[src/rtl/gpio_pkg.sv]
// gpio_pkg: register offsets and address field widths shared by the GPIO controller.
package gpio_pkg;
  localparam int PORT_SEL_W = 3;
  localparam int REG_SEL_W  = 3;
  localparam logic [REG_SEL_W-1:0] REG_DDR  = 3'd0;
  localparam logic [REG_SEL_W-1:0] REG_PORT = 3'd1;
  localparam logic [REG_SEL_W-1:0] REG_PIN  = 3'd2;
  localparam logic [REG_SEL_W-1:0] REG_RISE = 3'd3;
  localparam logic [REG_SEL_W-1:0] REG_FALL = 3'd4;
  localparam logic [REG_SEL_W-1:0] REG_IFR  = 3'd5;
  localparam logic [REG_SEL_W-1:0] REG_TGL  = 3'd6;
endpackage

[src/rtl/gpio_port.sv]
// gpio_port: one GPIO port's registers, input synchroniser, edge detector and W1C flags.
module gpio_port
  import gpio_pkg::*;
#(
  parameter int DATA_WIDTH  = 8,
  parameter int SYNC_STAGES = 2
) (
  input  logic                  clk,
  input  logic                  reset,
  input  logic                  i_we,
  input  logic [REG_SEL_W-1:0]  i_reg_sel,
  input  logic [DATA_WIDTH-1:0] i_wdata,
  input  logic [DATA_WIDTH-1:0] i_pad_in,
  output logic [DATA_WIDTH-1:0] o_rd_val,
  output logic [DATA_WIDTH-1:0] o_pad_out,
  output logic [DATA_WIDTH-1:0] o_pad_oe,
  output logic                  o_flag_any
);
  logic [SYNC_STAGES-1:0][DATA_WIDTH-1:0] r_sync;
  logic [DATA_WIDTH-1:0] r_ddr, r_port, r_rise_en, r_fall_en, r_ifr, r_prev;
  logic [DATA_WIDTH-1:0] w_pin, w_set, w_clr;
  assign w_pin = r_sync[SYNC_STAGES-1];
  assign w_set = (w_pin & ~r_prev & r_rise_en) | (~w_pin & r_prev & r_fall_en);
  assign w_clr = (i_we && i_reg_sel == REG_IFR) ? i_wdata : '0;
  // Set is ORed in after the clear so a same-cycle edge keeps its flag.
  always_ff @(posedge clk or posedge reset) begin
    if (reset) begin
      r_sync    <= '0;
      r_prev    <= '0;
      r_ddr     <= '0;
      r_port    <= '0;
      r_rise_en <= '0;
      r_fall_en <= '0;
      r_ifr     <= '0;
    end else begin
      r_sync <= {r_sync[SYNC_STAGES-2:0], i_pad_in};
      r_prev <= w_pin;
      r_ifr  <= (r_ifr & ~w_clr) | w_set;
      if (i_we && i_reg_sel == REG_DDR)  r_ddr     <= i_wdata;
      if (i_we && i_reg_sel == REG_PORT) r_port    <= i_wdata;
      if (i_we && i_reg_sel == REG_TGL)  r_port    <= r_port ^ i_wdata;
      if (i_we && i_reg_sel == REG_RISE) r_rise_en <= i_wdata;
      if (i_we && i_reg_sel == REG_FALL) r_fall_en <= i_wdata;
    end
  end
  assign o_rd_val = i_reg_sel == REG_DDR  ? r_ddr :
                    i_reg_sel == REG_PORT ? r_port :
                    i_reg_sel == REG_PIN  ? w_pin :
                    i_reg_sel == REG_RISE ? r_rise_en :
                    i_reg_sel == REG_FALL ? r_fall_en :
                    i_reg_sel == REG_IFR  ? r_ifr : '0;
  assign o_pad_oe   = r_ddr;
  assign o_pad_out  = r_port & r_ddr;
  assign o_flag_any = |r_ifr;
endmodule

[src/rtl/gpio_ctrl.sv]
// gpio_ctrl: multi-port GPIO controller with register bus, read mux and combined interrupt.
module gpio_ctrl
  import gpio_pkg::*;
#(
  parameter int DATA_WIDTH  = 8,
  parameter int NUM_PORTS   = 2,
  parameter int SYNC_STAGES = 2,
  parameter int ADDR_WIDTH  = 6
) (
  input  logic                            clk,
  input  logic                            reset,
  input  logic [ADDR_WIDTH-1:0]           addr,
  input  logic [DATA_WIDTH-1:0]           wdata,
  input  logic                            we,
  input  logic                            re,
  output logic [DATA_WIDTH-1:0]           rdata,
  input  logic [NUM_PORTS*DATA_WIDTH-1:0] pad_in,
  output logic [NUM_PORTS*DATA_WIDTH-1:0] pad_out,
  output logic [NUM_PORTS*DATA_WIDTH-1:0] pad_oe,
  output logic                            irq
);
  logic [PORT_SEL_W-1:0] w_port_sel;
  logic [REG_SEL_W-1:0]  w_reg_sel;
  logic [NUM_PORTS-1:0][DATA_WIDTH-1:0] w_rd;
  logic [NUM_PORTS-1:0] w_flag;
  logic [DATA_WIDTH-1:0] w_rd_sel;
  assign w_port_sel = addr[ADDR_WIDTH-1 -: PORT_SEL_W];
  assign w_reg_sel  = addr[REG_SEL_W-1:0];
  for (genvar p = 0; p < NUM_PORTS; p++) begin : g_port
    gpio_port #(
      .DATA_WIDTH (DATA_WIDTH),
      .SYNC_STAGES(SYNC_STAGES)
    ) u_port (
      .clk       (clk),
      .reset     (reset),
      .i_we      (we && w_port_sel == PORT_SEL_W'(p)),
      .i_reg_sel (w_reg_sel),
      .i_wdata   (wdata),
      .i_pad_in  (pad_in[p*DATA_WIDTH +: DATA_WIDTH]),
      .o_rd_val  (w_rd[p]),
      .o_pad_out (pad_out[p*DATA_WIDTH +: DATA_WIDTH]),
      .o_pad_oe  (pad_oe[p*DATA_WIDTH +: DATA_WIDTH]),
      .o_flag_any(w_flag[p])
    );
  end
  // Port indices with no instance fall through to zero.
  always_comb begin
    w_rd_sel = '0;
    for (int i = 0; i < NUM_PORTS; i++) w_rd_sel = (w_port_sel == PORT_SEL_W'(i)) ? w_rd[i] : w_rd_sel;
  end
  always_ff @(posedge clk or posedge reset) begin
    if (reset) begin
      rdata <= '0;
      irq   <= 1'b0;
    end else begin
      if (re) rdata <= w_rd_sel;
      irq <= |w_flag;
    end
  end
endmodule

[config.mk]
export PLATFORM = sky130hd
export DESIGN_NAME = gpio_ctrl
export DESIGN_NICKNAME = d
export VERILOG_FILES = /design/src/rtl/gpio_pkg.sv /design/src/rtl/gpio_port.sv /design/src/rtl/gpio_ctrl.sv
export SDC_FILE = /design/constraint.sdc
export NUM_CORES = 1
export LEC_CHECK = 0
export BUFFER_PORTS_ARGS = -buffer_cell sky130_fd_sc_hd__buf_2
export CORE_ASPECT_RATIO = 2
export CORE_MARGIN = 8
export CORE_UTILIZATION = 52
export DETAILED_ROUTE_END_ITERATION = 6
export GPL_TIMING_DRIVEN = 1
export PLACE_DENSITY = 0.76
export RECOVER_POWER = 50
export SETUP_SLACK_MARGIN = 0.3
export SYNTH_ARGS = -nofsm -noshare
export SYNTH_HDL_FRONTEND = slang
export SYNTH_SLANG_ARGS = --single-unit
export TNS_END_PERCENT = 100
[constraint.sdc]
create_clock -name clk -period 4.81 [get_ports clk]
set_clock_uncertainty 0.1 [all_clocks]
set_input_delay 0.962 -clock clk [delete_from_list [all_inputs] [get_ports clk]]
set_output_delay 0.962 -clock clk [all_outputs]
set_load 0.01 [all_outputs]
# Word-level counts from Yosys, hierarchy flattened
# Index checks and enable logic that the tools add are counted.
# classes
bitwise_logic	24
n_eq_ne	7
mux	20
reduce_logical	19
# op_table
cell	count
8-bit 2-to-1 mux	20
8-bit bitwise AND	12
8-bit inverter	6
8-bit OR	4
16-bit OR reduction	1
8-bit bitwise XOR	2
1-bit logical AND	14
3-bit equality test, second input constant	3
3-bit by 1-bit equality test with 1-bit output, second input constant	2
3-bit by 2-bit equality test with 1-bit output, second input constant	2
3-bit zero test	2
2-bit nonzero test	2
# word_totals
ff_bits	137
out_inout_bits	41

# Depth between registers and ports, before layout
# Gate-level depths: netlist of the first run.
# logic_depth
depth_word	9
depth_mapped	7
depth_no_buf	4

# By module
# From an unflattened synthesis of the first run, not the netlist that was laid out.
# hier_totals
cells_unflattened	523
hier_area_um2	6175.9
# modules_own_cells
module	cells_per_inst	seq_area_each_um2	area_per_inst_um2	instances
gpio_port	241	1601.5	2862.7	2
gpio_ctrl	41	225.2	450.4	1

# Worst setup path after synthesis of the first run
# Ideal clock, no wire load.
# synth_path
kind	in2reg
startpoint	in addr[0]
endpoint	reg g_port[0].u_port.r_port[0]
arrival_ns	2.005
slack_ns	2.581
path_stages	6
required_time_ns	4.587
path_cell_list	buf_4 buf_6 nand3b_1 a21boi_4 nand2_1 xor2_1
# synth_between
elab_chain_cells	3
word_cells_on_any_way	6
# synth_rtl
item	line	rtl
from (decl)	gpio_ctrl.sv:12	input logic [ADDR_WIDTH-1:0] addr,
3-bit equality test or 3-bit by 1-bit equality test with 1-bit output (tied branches)	gpio_port.sv:41, gpio_port.sv:40	
1-bit logical AND, on equally long branches	gpio_port.sv:41, gpio_port.sv:40	
8-bit 2-to-1 mux or 2-bit nonzero test (tied branches)	-	
to (signal assigned)	gpio_port.sv:40	if (i_we && i_reg_sel == REG_PORT) r_port <= i_wdata;
to (signal assigned)	gpio_port.sv:41	if (i_we && i_reg_sel == REG_TGL) r_port <= r_port ^ i_wdata;
to (decl)	gpio_port.sv:20	logic [DATA_WIDTH-1:0] r_ddr, r_port, r_rise_en, r_fall_en, r_ifr, r_prev;
# Parallel ways exist; a longest one is shown, timed or not.
# A chain may end at the register's enable or synchronous reset.

# Final worst setup path of the first run
# layout_path
startpoint	in addr[2]
endpoint	reg g_port[1].u_port.r_fall_en[7]
# layout_between
elab_chain_cells	2
# layout_rtl
item	line	rtl
3-bit equality test	gpio_port.sv:43	if (i_we && i_reg_sel == REG_FALL) r_fall_en <= i_wdata;
1-bit logical AND	gpio_port.sv:43	
to (signal assigned)	gpio_port.sv:43	
to (decl)	gpio_port.sv:20	
# No other way between the ends.

==> results.cfg, run 1 <==
[run_status]
status = finished clean

[floorplanning]
num_rows = 55
die_area_um2 = 15200
die_w_um = 91.4
start_util_pct = 52.7
coreArea_um2 = 11200
dieHeight_um = 167
io_pins = 75

[min_path]
holdCritStartpoint = g_port[1].u_port.r_sync[7]
worstHoldEndpoint = g_port[1].u_port.w_pin[7]
hold_class = flip-flop to flip-flop
worstHoldPathCells = 0

[final_layout]
final_cell_mix = 137 x dfrtp_1, 86 x nand2_1, 74 x buf_2
final_nets = 611
diodes = 0
drive_gt1_share_pct = 25.8
final_common_cell = dfrtp_1
final_util_pct = 61.9
areaGrowthSynthToFinish_pct = 17.5
fin_area_um2 = 6950

[flow_run]
cap_violations = 0

[critical_path]
crit_fanout = 35
r2r_start = g_port[1].u_port.r_ifr[2]
worstPathCellList = buf_2 -> nor2b_1 -> nor2b_1 -> nand2_1 -> mux2_2
cp_top_family = simple AND/OR/NAND/NOR gates
start_kind = primary input
arrival_ns = 2.67
r2r_setup_slack_ns = 3.21
cp_common_cell = nor2b_1
path_buf_inv = 1
r2r-end = rdata[2]
setup.worst_path.end_class = flip-flop
path_class = primary input to flip-flop
cp.required_ns = 5.01
critical_path.slowest_cell = buf_2
critPathMaxStageDelay_ns = 0.52
rr_worst_depth = 4

[power]
total_power_uw = 2990
sw_frac_of_total_pct = 28.7
clkPwrFrac_pct = 40.7
vdd_drop_max_uv = 272
p_int_uw = 2130
power.density_nw_per_um2 = 431
pwr-share-seq_pct = 47.6
p_comb_share_pct = 11.7
power_leakage_uw = 0.00320
p_sw_uw = 858

[sta]
period_needed_ns = 2.47
hold_viol = 0
worstMarginPinSlew_ns = 0.915
fin_ws_ns = 2.34
max_slew_margin_pct = 38.8
rsz0062_at_grt = no
clock.fmax_ghz = 0.405
finalSetupTns_ns = 0
timing.final.crit_share_pct = 51.4
finalSetupViolCount = 0
slew_viol_final = 0

[placement]
hpwlAfterDp_um = 10300
placed_cell_area_um2 = 6390
dp_slack_ns = 1.97
io_buffers = 74
gp_congestion = 0.874

[route]
ant_nets = 0
avgRoutedWirePerCell_um = 19.6
vias = 4222
drt-initial-drc-count = 370
first_pass_iters = 7
wirelength_um = 14400
drc = 0
avgViaCountPerCell = 5.77

[synth]
synth-edff-count = 0
async_flop_share_pct = 100
syn-num-nets = 535
netlist_area_um2 = 5910
ys_warn_count = 0
syn_avg_cell_area_um2 = 11.8
yosys_register_bits = 137
synth-seq-area-share_pct = 58.0
synth_ff_type = dfrtp_1
synth_cells = 501
synth_cell_types = 43

[cts]
clock_path_buffers = 2
cts_root_buf = clkbuf_16
clkTransAtPathRegs_ns = 0.06
cts.sinks = 137
htreeDepth = 4
cts_buffers = 17
cts_tree = yes
cts_setup_buffers = 0
cts_resized = 0
cts_hold_buf = 0
clkLatencyLatePin_ns = 0.42

[grt]
antenna_found_initial = 0
grt_max_degree = 138
grt_pass1_vias = 4543
grt_pass1_wl_um = 23600
grt_util_all_layers_pct = 19.6
gr-total-overflow = 0
-- power by group through the flow --
stage	Combinational, µW	Clock, µW	Sequential (µW)
after CTS	354	1230	1420
after global routing	388	1280	1440
final	350	1220	1430
after floorplan	239	0	1400
after detailed placement	350	0	1440
after global placement	333	0	1430
-- stage by stage --
stage	instances	hold slack, ns
2_1_floorplan	501	0.231
3_3_place_gp	700	0.231
3_5_place_dp	700	0.235
4_1_cts	732	0.248
5_1_grt	732	0.256
6_report	732	0.244
-- per-layer routing --
| metal | routed length, µm | track usage (%) | up-vias |
|---|---|---|---|
| li1 | - | - | 1933 |
| met1 | 5350 | 20.8 | 2078 |
| met2 | 7560 | 33.6 | 165 |
| met3 | 779 | 5.18 | 46 |
| met4 | 667 | 11.5 | 0 |
| met5 | 0 | 0 | - |
-- synthesized netlist by cell type (2+ instances only) --
| cell type | n | share of area, % |
|---|---|---|
| a21o_1 | 3 | 0.38 |
| inv_1 | 12 | 0.76 |
| a22oi_1 | 5 | 0.63 |
| nand2b_1 | 5 | 0.53 |
| and3b_1 | 5 | 0.74 |
| a21boi_4 | 2 | 0.63 |
| mux2_2 | 32 | 6.1 |
| mux4_2 | 3 | 1.1 |
| nand3_1 | 10 | 0.85 |
| o21ai_0 | 29 | 2.5 |
| and2_1 | 16 | 1.7 |
| a221o_1 | 5 | 0.85 |
| nor4b_2 | 2 | 0.51 |
| and3_1 | 3 | 0.32 |
| a211oi_1 | 5 | 0.63 |
| buf_2 | 8 | 0.68 |
| dfrtp_1 | 137 | 58 |
| a21oi_1 | 5 | 0.42 |
| nor2_1 | 8 | 0.51 |
| clkbuf_1 | 6 | 0.38 |
| o211ai_1 | 8 | 1.0 |
| a32oi_1 | 5 | 0.74 |
| a221oi_1 | 4 | 0.59 |
| nor3b_1 | 4 | 0.51 |
| mux2i_1 | 29 | 4.9 |
| nand2_1 | 86 | 5.5 |
| nor2b_1 | 11 | 1.2 |
| nand3b_1 | 11 | 1.4 |
| o221ai_1 | 8 | 1.2 |
| xor2_1 | 16 | 2.4 |
| buf_4 | 3 | 0.38 |
| nor4_1 | 4 | 0.42 |
-- cells by family (layout without fill, tap and decap cells) --
group / count (synthesis) / count (layout) / share of synthesized area, %
mux: 64 / 64 / 12.1
compound gates: 81 / 81 / 9.78
flops: 137 / 137 / 58.0
simple gates: 171 / 171 / 15.2
xor+xnor: 16 / 16 / 2.37
buf+inv: 32 / 121 / 2.52
-- registers in the layout (all words and copies together), names as in the netlist --
register	cells
g_port.u_port.r_sync	16
rdata	8
g_port.u_port.r_fall_en	16
g_port.u_port.r_rise_en	16
irq	1
g_port.u_port.r_port	16
g_port.u_port.r_ifr	16
g_port.u_port.w_pin	16
g_port.u_port.r_prev	16
g_port.u_port.o_pad_oe	16
-- worst reg2reg max path, stage by stage, from the launching register on --
cell	delay [ns]
dfrtp_1	0.44
mux4_2	0.50
nor2b_1	0.15
o21ai_0	0.20
nand3_1	0.09
-- cell type report --
cell class | instances | area, µm²
clock buffers | 17 | 425
clock inverters | 15 | 134
fillers | 910 | 4270
inverters | 13 | 50.0
multi-input cells | 332 | 2330
flip-flops and latches | 137 | 3430
well taps | 142 | 178
repair buffers | 76 | 398
-- worst max-delay path by stage --
stage	from	end	slack, ns	cells past startpoint
6_report	addr[2]	g_port[1].u_port.r_fall_en[7]	2.34	5
4_1_cts	addr[2]	g_port[1].u_port.r_fall_en[7]	2.36	5
3_3_place_gp	addr[2]	g_port[1].u_port.r_fall_en[3]	1.99	5
5_1_grt	addr[2]	g_port[1].u_port.r_fall_en[7]	2.24	5
2_1_floorplan	reset	g_port[0].u_port.o_pad_oe[0]	2.04	1
3_5_place_dp	addr[2]	g_port[1].u_port.r_fall_en[7]	1.97	5
(Power assumes the default switching activity.)
==> inputs of run 2 (changes only) <==
Clock period 4.81 ns to 2.1 ns, I/O delays scaled along.
==> run 2 against run 1 <==
Against the previous run: sequential power grew 130%; clock-buffer cell count is the same; critical endpoint is now rdata[0]; non-clock buffer count grew 26; first-iteration DRC count shrank 4.1%; hold slack lost 0.23 ns; largest cell class unchanged; cell count grew 3.6%; worst setup slack lost 2.0 ns; flip-flop and latch count is the same; clock power grew 150%; via count grew 3.3%; combinational power grew 140%; global-route usage shrank 0.31 points.
==> results.cfg, run 2 (same netlist as run 1, synthesis figures left out) <==
[final_layout]
final_nets = 637
fin_cells = 758
drive_gt1_share_pct = 26.9
final_common_cell = dfrtp_1
final_cell_mix = 137 x dfrtp_1, 86 x nand2_1, 71 x buf_2
fin_area_um2 = 7250
areaGrowthSynthToFinish_pct = 22.6
diodes = 0

[placement]
dp_slack_ns = 0.0851
gp_congestion = 0.917
placed_cell_area_um2 = 6560
io_buffers = 74
dpl.cell_count = 718
hpwlAfterDp_um = 10400

[sta]
timing.final.crit_share_pct = 85.1
clock.fmax_ghz = 0.559
finalSetupViolCount = 0
slew_viol_final = 0
rsz0062_at_grt = no
hold_viol = 0
fin_ws_ns = 0.312
period_needed_ns = 1.79
max_slew_margin_pct = 31.3
worstMarginPinSlew_ns = 1.02

[floorplanning]
io_pins = 75
die_w_um = 91.4
dieHeight_um = 167
start_util_pct = 52.7
die_area_um2 = 15200
coreArea_um2 = 11200
num_rows = 55

[power]
p_sw_uw = 1960
p_int_uw = 5170
clkPwrFrac_pct = 42.7
vdd_drop_max_uv = 759
power.density_nw_per_um2 = 984
pwr-share-seq_pct = 45.6
sw_frac_of_total_pct = 27.5
p_comb_share_pct = 11.7
power_leakage_uw = 0.00337

[route]
vias = 4360
avgViaCountPerCell = 5.75
drt-initial-drc-count = 355
drc = 0
wirelength_um = 14200
ant_nets = 0
avgRoutedWirePerCell_um = 18.7
first_pass_iters = 7

[cts]
clkLatencyLatePin_ns = 0.41
htreeDepth = 4
cts_root_buf = clkbuf_16
clock_path_buffers = 2
cts_tree = yes
cts_buffers = 17
cts.sinks = 137
clkTransAtPathRegs_ns = 0.06

[flow_run]
cap_violations = 0

[critical_path]
path_class = primary input to flip-flop
cp.required_ns = 2.30
setup.worst_path.end_class = flip-flop
arrival_ns = 1.98
crit_fanout = 31
start_kind = primary input

[grt]
gr-total-overflow = 0
antenna_found_initial = 0
grt_pass1_wl_um = 23300
grt_max_degree = 64
grt_pass1_vias = 4598
grt_util_all_layers_pct = 19.2

[min_path]
hold_class = primary input to flip-flop

[run_status]
status = finished clean
[run 2: changes by cell type in the layout (fill, tap and decap cells not counted), sizes merged, moves of 2 or more]
cell,delta
buf,+14
dlygate4sd3,+8
clkinvlp,-5
clkbuf,+4
clkinv,+4
bufinv,+2
[run 2: final timing paths]
kind,end,startpoint,cells after the start,slack (ns)
setup / recovery,rdata[0],addr[0],7,0.31
hold / removal,g_port[0].u_port.r_sync[6],pad_in[6],1,0.01
setup reg to reg,rdata[2],g_port[1].u_port.r_ifr[2],4,0.58
hold reg to reg,g_port[0].u_port.w_pin[7],g_port[0].u_port.r_sync[7],0,0.25
max in group asynchronous,g_port[1].u_port.r_rise_en[7],reset,4,0.44
min in group asynchronous,g_port[1].u_port.r_sync[6],reset,3,0.65
[run 2: stage by stage]
| stage | hold slack (ns) | TNS, ns | util (%) | total power (µW) |
|---|---|---|---|---|
| floorplan | 0.231 | -17.42 | - | 3750 |
| global route | 0.00162 | 0 | 64.6 | 7430 |
| global placement | 0.231 | 0 | 58.5 | 4050 |
| finish | 0.0102 | 0 | 64.6 | 7130 |
| detailed placement | 0.235 | 0 | 58.5 | 4120 |
| CTS | 0.000247 | 0 | 64.5 | 7170 |
[run 2: worst max-delay path, cell delays in order]
cell and delay [ns]:
clkbuf_1 0.41, buf_12 0.27, buf_4 0.24, mux2i_1 0.24, a22oi_1 0.09, a32oi_1 0.23, nand2_1 0.07
[run 2: layout make-up]
class	count	area [µm²]
Clock buffer	17	425
Clock inverter	15	188
Fill cell	868	3970
Inverter	13	50.0
Multi-Input combinational cell	332	2330
Sequential cell	137	3430
Tap cell	142	178
Timing Repair Buffer	102	644
[run 2: routing by layer]
| metal | GRT usage (%) | wire length (µm) |
|---|---|---|
| met1 | 20.3 | 5240 |
| met4 | 11.9 | 679 |
| met5 | 0 | 0 |
| met3 | 4.91 | 769 |
| met2 | 33.1 | 7510 |
[run 2: timing repair]
action / in CTS / in global routing
resized for setup: 0 / 0
setup buffers: 0 / 0
hold buffers: 6 / 2
hold endpoints to repair: 25 / 2
[run 2: power groups by stage]
stage | Combinational (µW) | Sequential [µW] | Clock [µW]
3_5_place_dp | 829 | 3290 | 0
2_1_floorplan | 547 | 3210 | 0
4_1_cts | 846 | 3250 | 3080
5_1_grt | 927 | 3300 | 3200
6_report | 835 | 3250 | 3040
3_3_place_gp | 783 | 3270 | 0
